==> src/rtl/host_bus_master_if.sv <==
// host_bus_master_if: command/response and device bus signals of host_bus_master.
interface host_bus_master_if #(
   parameter int DW = 16,
   parameter int AW = 7
);
   logic          cmd_valid;
   logic          cmd_ready;
   logic [1:0]    cmd_op;
   logic [AW-1:0] cmd_addr;
   logic [DW-1:0] cmd_data;
   logic [DW-1:0] cmd_mask;
   logic          cmd_last;
   logic          CSB;
   logic          WRB;
   logic [AW:0]   CA;
   logic [DW-1:0] CD_in;
   logic [DW-1:0] CD_out;
   logic          rsp_valid;
   logic [DW-1:0] rsp_data;
   logic          rsp_err;
   logic [7:0]    err_cnt;
   logic          init_end;
   modport master (
      input  cmd_valid, cmd_op, cmd_addr, cmd_data, cmd_mask, cmd_last, CD_out,
      output cmd_ready, CSB, WRB, CA, CD_in, rsp_valid, rsp_data, rsp_err, err_cnt, init_end
   );
   modport slave (
      output cmd_valid, cmd_op, cmd_addr, cmd_data, cmd_mask, cmd_last, CD_out,
      input  cmd_ready, CSB, WRB, CA, CD_in, rsp_valid, rsp_data, rsp_err, err_cnt, init_end
   );
endinterface

==> src/rtl/host_bus_master.sv <==
// host_bus_master: queued write/read/read-compare commands executed as timed CSB/WRB device accesses.
module host_bus_master #(
   parameter int DW         = 16,
   parameter int AW         = 7,
   parameter int DEPTH      = 8,
   parameter int STROBE_CYC = 2,
   parameter int RECOV_CYC  = 2
) (
   input logic Clk_reg,
   input logic Reset,
   host_bus_master_if.master bus
);
   localparam int PW = $clog2(DEPTH);
   localparam int CW = $clog2((STROBE_CYC > RECOV_CYC ? STROBE_CYC : RECOV_CYC) + 1);
   localparam logic [CW-1:0] S_END = CW'(STROBE_CYC - 1);
   localparam logic [CW-1:0] R_END = CW'(RECOV_CYC - 1);
   typedef struct packed {
      logic [1:0]    op;
      logic [AW-1:0] addr;
      logic [DW-1:0] data;
      logic [DW-1:0] mask;
      logic          last;
   } cmd_t;
   typedef enum logic [1:0] {IDLE, ACTIVE, RECOVER} state_t;
   cmd_t          mem [DEPTH];
   cmd_t          head;
   state_t        state;
   logic [PW:0]   wr_ptr, rd_ptr, count;
   logic [CW-1:0] cnt;
   logic [1:0]    cur_op;
   logic [DW-1:0] cur_data, cur_mask;
   logic          cur_last, cur_rd, head_rd, push, pop, empty, full, mis, rec_end;
   assign count         = wr_ptr - rd_ptr;
   assign empty         = count == '0;
   assign full          = count == (PW+1)'(DEPTH);
   assign bus.cmd_ready = !full;
   assign push          = bus.cmd_valid && !full;
   assign rec_end       = state == RECOVER && cnt == R_END;
   assign pop           = !empty && (state == IDLE || rec_end);
   assign head          = mem[rd_ptr[PW-1:0]];
   assign head_rd       = head.op == 2'b01 || head.op == 2'b10;
   assign cur_rd        = cur_op == 2'b01 || cur_op == 2'b10;
   assign mis           = cur_op == 2'b10 && |((bus.CD_out ^ cur_data) & cur_mask);
   always_ff @(posedge Clk_reg)
      if (push) mem[wr_ptr[PW-1:0]] <= {bus.cmd_op, bus.cmd_addr, bus.cmd_data, bus.cmd_mask, bus.cmd_last};
   always_ff @(posedge Clk_reg or negedge Reset)
      if (!Reset) begin
         state         <= IDLE;
         cnt           <= '0;
         wr_ptr        <= '0;
         rd_ptr        <= '0;
         cur_op        <= '0;
         cur_data      <= '0;
         cur_mask      <= '0;
         cur_last      <= 1'b0;
         bus.CSB       <= 1'b1;
         bus.WRB       <= 1'b1;
         bus.CA        <= '0;
         bus.CD_in     <= '0;
         bus.rsp_valid <= 1'b0;
         bus.rsp_data  <= '0;
         bus.rsp_err   <= 1'b0;
         bus.err_cnt   <= '0;
         bus.init_end  <= 1'b0;
      end else begin
         bus.rsp_valid <= 1'b0;
         bus.rsp_err   <= 1'b0;
         if (push) begin
            wr_ptr       <= wr_ptr + 1'b1;
            bus.init_end <= 1'b0;
         end
         if (pop) begin
            rd_ptr    <= rd_ptr + 1'b1;
            state     <= ACTIVE;
            cnt       <= '0;
            cur_op    <= head.op;
            cur_data  <= head.data;
            cur_mask  <= head.mask;
            cur_last  <= head.last;
            bus.CSB   <= 1'b0;
            bus.WRB   <= head_rd;
            bus.CA    <= {head.addr, 1'b0};
            bus.CD_in <= head_rd ? '0 : head.data;
         end else if (state == ACTIVE && cnt == S_END) begin
            state     <= RECOVER;
            cnt       <= '0;
            bus.CSB   <= 1'b1;
            bus.WRB   <= 1'b1;
            bus.CA    <= '0;
            bus.CD_in <= '0;
            if (cur_rd) begin
               bus.rsp_valid <= 1'b1;
               bus.rsp_data  <= bus.CD_out;
               bus.rsp_err   <= mis;
               if (mis && bus.err_cnt != 8'hFF) bus.err_cnt <= bus.err_cnt + 1'b1;
            end
         end else if (rec_end) begin
            state <= IDLE;
            cnt   <= '0;
         end else if (state != IDLE) cnt <= cnt + 1'b1;
         // completion flag set overrides the clear from a same-edge push
         if (rec_end && cur_last) bus.init_end <= 1'b1;
      end
endmodule

==> src/flat_wrapper.sv <==
// flat-port wrapper written by rule: the top's interface ports become plain ports
module host_bus_master_flat 
#(
   parameter int DW         = 16,
   parameter int AW         = 7,
   parameter int DEPTH      = 8,
   parameter int STROBE_CYC = 2,
   parameter int RECOV_CYC  = 2
)
  (Clk_reg, Reset, bus_cmd_valid, bus_cmd_op, bus_cmd_addr, bus_cmd_data, bus_cmd_mask, bus_cmd_last, bus_CD_out, bus_cmd_ready, bus_CSB, bus_WRB, bus_CA, bus_CD_in, bus_rsp_valid, bus_rsp_data, bus_rsp_err, bus_err_cnt, bus_init_end);
  host_bus_master_if #(.DW(DW), .AW(AW)) bus_i ();
  input logic Clk_reg;
  input logic Reset;
  input wire logic [$bits(bus_i.cmd_valid)-1:0] bus_cmd_valid;
  input wire logic [$bits(bus_i.cmd_op)-1:0] bus_cmd_op;
  input wire logic [$bits(bus_i.cmd_addr)-1:0] bus_cmd_addr;
  input wire logic [$bits(bus_i.cmd_data)-1:0] bus_cmd_data;
  input wire logic [$bits(bus_i.cmd_mask)-1:0] bus_cmd_mask;
  input wire logic [$bits(bus_i.cmd_last)-1:0] bus_cmd_last;
  input wire logic [$bits(bus_i.CD_out)-1:0] bus_CD_out;
  output wire logic [$bits(bus_i.cmd_ready)-1:0] bus_cmd_ready;
  output wire logic [$bits(bus_i.CSB)-1:0] bus_CSB;
  output wire logic [$bits(bus_i.WRB)-1:0] bus_WRB;
  output wire logic [$bits(bus_i.CA)-1:0] bus_CA;
  output wire logic [$bits(bus_i.CD_in)-1:0] bus_CD_in;
  output wire logic [$bits(bus_i.rsp_valid)-1:0] bus_rsp_valid;
  output wire logic [$bits(bus_i.rsp_data)-1:0] bus_rsp_data;
  output wire logic [$bits(bus_i.rsp_err)-1:0] bus_rsp_err;
  output wire logic [$bits(bus_i.err_cnt)-1:0] bus_err_cnt;
  output wire logic [$bits(bus_i.init_end)-1:0] bus_init_end;
  assign bus_i.cmd_valid = bus_cmd_valid;
  assign bus_i.cmd_op = bus_cmd_op;
  assign bus_i.cmd_addr = bus_cmd_addr;
  assign bus_i.cmd_data = bus_cmd_data;
  assign bus_i.cmd_mask = bus_cmd_mask;
  assign bus_i.cmd_last = bus_cmd_last;
  assign bus_i.CD_out = bus_CD_out;
  assign bus_cmd_ready = bus_i.cmd_ready;
  assign bus_CSB = bus_i.CSB;
  assign bus_WRB = bus_i.WRB;
  assign bus_CA = bus_i.CA;
  assign bus_CD_in = bus_i.CD_in;
  assign bus_rsp_valid = bus_i.rsp_valid;
  assign bus_rsp_data = bus_i.rsp_data;
  assign bus_rsp_err = bus_i.rsp_err;
  assign bus_err_cnt = bus_i.err_cnt;
  assign bus_init_end = bus_i.init_end;
  host_bus_master #(.DW(DW), .AW(AW), .DEPTH(DEPTH), .STROBE_CYC(STROBE_CYC), .RECOV_CYC(RECOV_CYC)) u_core (.Clk_reg(Clk_reg), .Reset(Reset), .bus(bus_i));
endmodule
==> config.mk <==
export PLATFORM = sky130hd
export DESIGN_NAME = host_bus_master_flat
export DESIGN_NICKNAME = d
export VERILOG_FILES = /design/src/rtl/host_bus_master_if.sv /design/src/rtl/host_bus_master.sv /design/src/flat_wrapper.sv
export SDC_FILE = /design/constraint.sdc
export NUM_CORES = 1
export LEC_CHECK = 0
export CORE_ASPECT_RATIO = 1.5
export CORE_MARGIN = 3
export CORE_UTILIZATION = 42
export DETAILED_ROUTE_END_ITERATION = 7
export SYNTH_ARGS = -nofsm -noshare
export SYNTH_HDL_FRONTEND = slang
export SYNTH_SLANG_ARGS = --single-unit
==> constraint.sdc <==
create_clock -name Clk_reg -period 7 [get_ports Clk_reg]
set_input_delay 1.4 -clock Clk_reg [delete_from_list [all_inputs] [get_ports Clk_reg]]
set_output_delay 1.4 -clock Clk_reg [all_outputs]
set_load 0.1 [all_outputs]
==> results.sh <==
export IMPL_floorplan_die_height_um=251.4
export IMPL_cts_max_level=2
export IMPL_grt_start_max_net_pins=73
export IMPL_endpoint_kind="primary output"
export IMPL_dieArea_mm2=0.04264
export IMPL_worstSkewPairLatency_ns=0.54
export IMPL_cpLargestDelayFamily="buffers and inverters"
export IMPL_post_layout_total_power_uw=9227
export IMPL_sum_of_negative_setup_slack_ns=0
export IMPL_initial_core_utilization_pct=42.66
export IMPL_gpl_final_weighted_congestion=0.7314
export IMPL_synthesis_area_per_instance_um2=17.90
export IMPL_timing_critical_path_from_type="flop"
export IMPL_worst_hold_path_num_cells=1
export IMPL_min_to="u_core.bus.err_cnt[6]"
export IMPL_detailedRoute_firstPassIterationCount=5
export IMPL_crit_path_cell_trace="buf_4 > inv_2 > buf_4 > ha_1 > o21a_1 > or3_1 > nand3_1 > clkdlybuf4s50_1"
export IMPL_power_density_mw_per_mm2=464.9
export IMPL_die_w_um=169.6
export IMPL_cts_sinks=435
export IMPL_r2r_cells=10
export IMPL_worst_r2r_endpoint="u_core.mem[0][15]"
export IMPL_timing_critical_path_from="u_core.rd_ptr[2]"
export IMPL_yosys_register_bits=435
export IMPL_cts_hold_buffers_added=0
export IMPL_port_buffers=113
export IMPL_num_rows=89
export IMPL_p_leak_uw=0.006840
export IMPL_area_growth_pct=17.69
export IMPL_period_needed_ns=5.408
export IMPL_synth_sequential_area_ratio_pct=74.53
export IMPL_postLayoutCoreUtil_pct=50.21
export IMPL_worst_vdd_ir_mv=0.2113
export IMPL_synth_main_ff_cell="edfxtp_1"
export IMPL_drcViolationCount=0
export IMPL_final_max_slew_viols=0
export IMPL_unrepaired_setup_endpoints_after_global_routing="no"
export IMPL_fillCellCount=3183
export IMPL_synth_distinct_cells=45
export IMPL_status="finished clean"
export IMPL_tritoncts="built"
export IMPL_cap_viol_max_count=0
export IMPL_cts_root_buffer_cell="clkbuf_16"
export IMPL_clock_tree_buffer_depth=3
export IMPL_grt_antenna_before_repair=2
export IMPL_wirelength_mm=36.88
export IMPL_finalHoldViolCount=0
export IMPL_synthesis_instances=942
export IMPL_wl_per_cell_um=23.05
export IMPL_cts_setup_buffers=0
export IMPL_vias_per_cell=5.429
export IMPL_rrSetupSlack_ns=2.92
export IMPL_post_dp_hpwl_mm=20.93
export IMPL_yosysWarnings=0
export IMPL_critical_path_most_common_cell="buf_4"
export IMPL_multi_input_comb_area_mm2=0.004078
export IMPL_critPathSlowestCell="clkdlybuf4s50_1"
export IMPL_min_path_type="reg -> reg"
export IMPL_worst_path_largest_cell_delay_ns=1.14
export IMPL_grt_pass1_wl_mm=56.93
export IMPL_design_final_nets=1136
export IMPL_first_global_vias=9168
export IMPL_synth_edf_count=336
export IMPL_number_of_endpoints_failing_setup_at_the_final_stage=0
export IMPL_hp_start="u_core.bus.err_cnt[6]"
export IMPL_cts_resized=0
export IMPL_worstSetupPathType="reg -> out"
export IMPL_layout_drive_gt1_share_pct=18.56
export IMPL_arrival_ns=4.01
export IMPL_cts_inserted_buffers=40
export IMPL_finClkSkew_ns=0.01305
export IMPL_ff_latch_area_mm2=0.01258
export IMPL_gr_total_overflow=0
export IMPL_timing_critical_path_required_ns=5.60
export IMPL_final_min_period_over_clock_period_pct=77.26
export IMPL_detail_route_antenna_nets=0
export IMPL_detail_route_iter0_violations=734
export IMPL_regToRegStartpoint="u_core.rd_ptr[2]"
export IMPL_path_max_fanout=43
export IMPL_syn_area_mm2=0.01686
export IMPL_placeableCoreArea_mm2=0.03953
export IMPL_cp_buffers_inverters=4
export IMPL_grt_use_total_pct=17.71
export IMPL_clk_pin_slew_ns=0.06
export IMPL_relative_slew_slack_pct=33.14
export IMPL_fraction_of_registers_with_async_set_reset_pct=22.76
export IMPL_timing_worst_slew_pin_value_ns=0.9998
export IMPL_route_vias_total=8687
export IMPL_maxClockFrequency_mhz=184.9
export IMPL_io_pin_count=115
export IMPL_mappedNetlistNets=1010
-- cell usage in the layout (no fill, tap or decap), types with 4 or more instances in the layout --
| cell | Yosys | layout |
|---|---|---|
| xor2_1 | 25 | 25 |
| xnor2_1 | 8 | 7 |
| clkbuf_16 | 0 | 41 |
| nand3_1 | 21 | 21 |
| mux4_2 | 84 | 84 |
| clkdlybuf4s50_1 | 0 | 112 |
| nand4_1 | 5 | 5 |
| edfxtp_1 | 336 | 336 |
| nand2_1 | 125 | 125 |
| ha_1 | 7 | 7 |
| a21oi_1 | 4 | 4 |
| mux2_2 | 25 | 25 |
| o21ai_1 | 13 | 13 |
| a22oi_1 | 8 | 8 |
| o21ai_0 | 17 | 17 |
| dfrtp_1 | 97 | 95 |
| clkinv_1 | 0 | 6 |
| a31oi_1 | 33 | 33 |
| clkbuf_1 | 20 | 11 |
| inv_1 | 9 | 8 |
| buf_4 | 3 | 19 |
| nor2_1 | 39 | 39 |
-- routing by layer --
metal	vias up	wire (µm)	track usage, %
met5	-	14	0
met2	223	19160	30.41
met1	4532	14880	23.06
met4	2	990	5.870
met3	53	1822	2.915
li1	3877	-	-
-- cell usage after synthesis (3+ instances only) --
| library cell | number | area, µm² |
|---|---|---|
| a21oi_1 | 4 | 20.02 |
| a22oi_1 | 8 | 60.06 |
| a31oi_1 | 33 | 206.5 |
| buf_2 | 21 | 105.1 |
| buf_4 | 3 | 22.52 |
| clkbuf_1 | 20 | 75.07 |
| dfrtp_1 | 97 | 2427 |
| edfxtp_1 | 336 | 10090 |
| ha_1 | 7 | 87.58 |
| inv_1 | 9 | 33.78 |
| mux2_2 | 25 | 281.5 |
| mux4_2 | 84 | 1892 |
| nand2_1 | 125 | 469.2 |
| nand2b_1 | 3 | 18.77 |
| nand3_1 | 21 | 105.1 |
| nand4_1 | 5 | 31.28 |
| nor2_1 | 39 | 146.4 |
| nor3_1 | 4 | 20.02 |
| nor3b_1 | 5 | 37.54 |
| nor4_1 | 3 | 18.77 |
| o21ai_0 | 17 | 85.08 |
| o21ai_1 | 13 | 65.06 |
| xnor2_1 | 8 | 70.07 |
| xor2_1 | 25 | 219.0 |
-- metrics by stage --
step                instances  setup WS [ns]  cell area [µm²]  hold WS (ns)
finish                   1600          1.592            19850        0.4879
global route             1600          1.421            19850        0.5107
CTS                      1599          1.530            19850        0.4906
detailed placement       1526          2.120            18580        0.4766
global placement         1526          2.126            18580        0.4727
floorplan                 942         0.7768            16860        0.4949
-- power breakdown --
| part | switching [µW] | internal (µW) |
|---|---|---|
| logic | 2200 | 1180 |
| clock network | 919 | 1190 |
| registers | 346 | 3390 |
| total | 3460 | 5760 |
-- logic make-up (layout without fill, tap and decap cells) --
group / count (synthesis) / in the layout / share of synthesized area [%]
adders and majority gates: 7 / 7 / 0.5193
and+or+nand+nor: 217 / 217 / 5.616
muxes: 111 / 111 / 13.01
AOI/OAI and AO/OA: 81 / 81 / 3.057
buffers and inverters: 57 / 214 / 1.536
DFF: 435 / 435 / 74.53
other: 1 / 2 / 0.02224
xor gates and xnor gates: 33 / 33 / 1.714
-- final cells by class --
type                    instances  area share [%]
flip-flops and latches        435           63.37
well taps                     500           3.152
clock inverters                18          0.7817
inverters                      10          0.1891
repair buffers                131           6.367
clock buffers                  55           5.585
diodes                          1         0.01261
multi-input cells             450           20.54
-- worst max path at each step --
| stage | to | slack, ns | depth (start not counted) |
|---|---|---|---|
| after floorplan | u_core.mem[0][0] | 0.78 | 10 |
| after global routing | bus_cmd_ready | 1.42 | 8 |
| after global placement | bus_cmd_ready | 2.13 | 8 |
| after CTS | bus_cmd_ready | 1.53 | 8 |
| after detailed placement | bus_cmd_ready | 2.12 | 8 |
| final | bus_cmd_ready | 1.59 | 8 |
-- sequential cells by signal, indices dropped and copies added (netlist names) --
register              count
u_core.bus.WRB            1
u_core.cnt                2
u_core.bus.rsp_err        1
u_core.bus.rsp_valid      1
u_core.bus.CD_in         16
u_core.wr_ptr             4
u_core.bus.err_cnt        8
u_core.rd_ptr             4
u_core.cur_last           1
u_core.bus.CSB            1
u_core.mem              336
u_core.bus.CA             7
u_core.cur_mask          16
u_core.bus.rsp_data      16
u_core.cur_op             2
u_core.bus.init_end       1
u_core.cur_data          16
u_core.state              2
(Power assumes the default switching activity.)
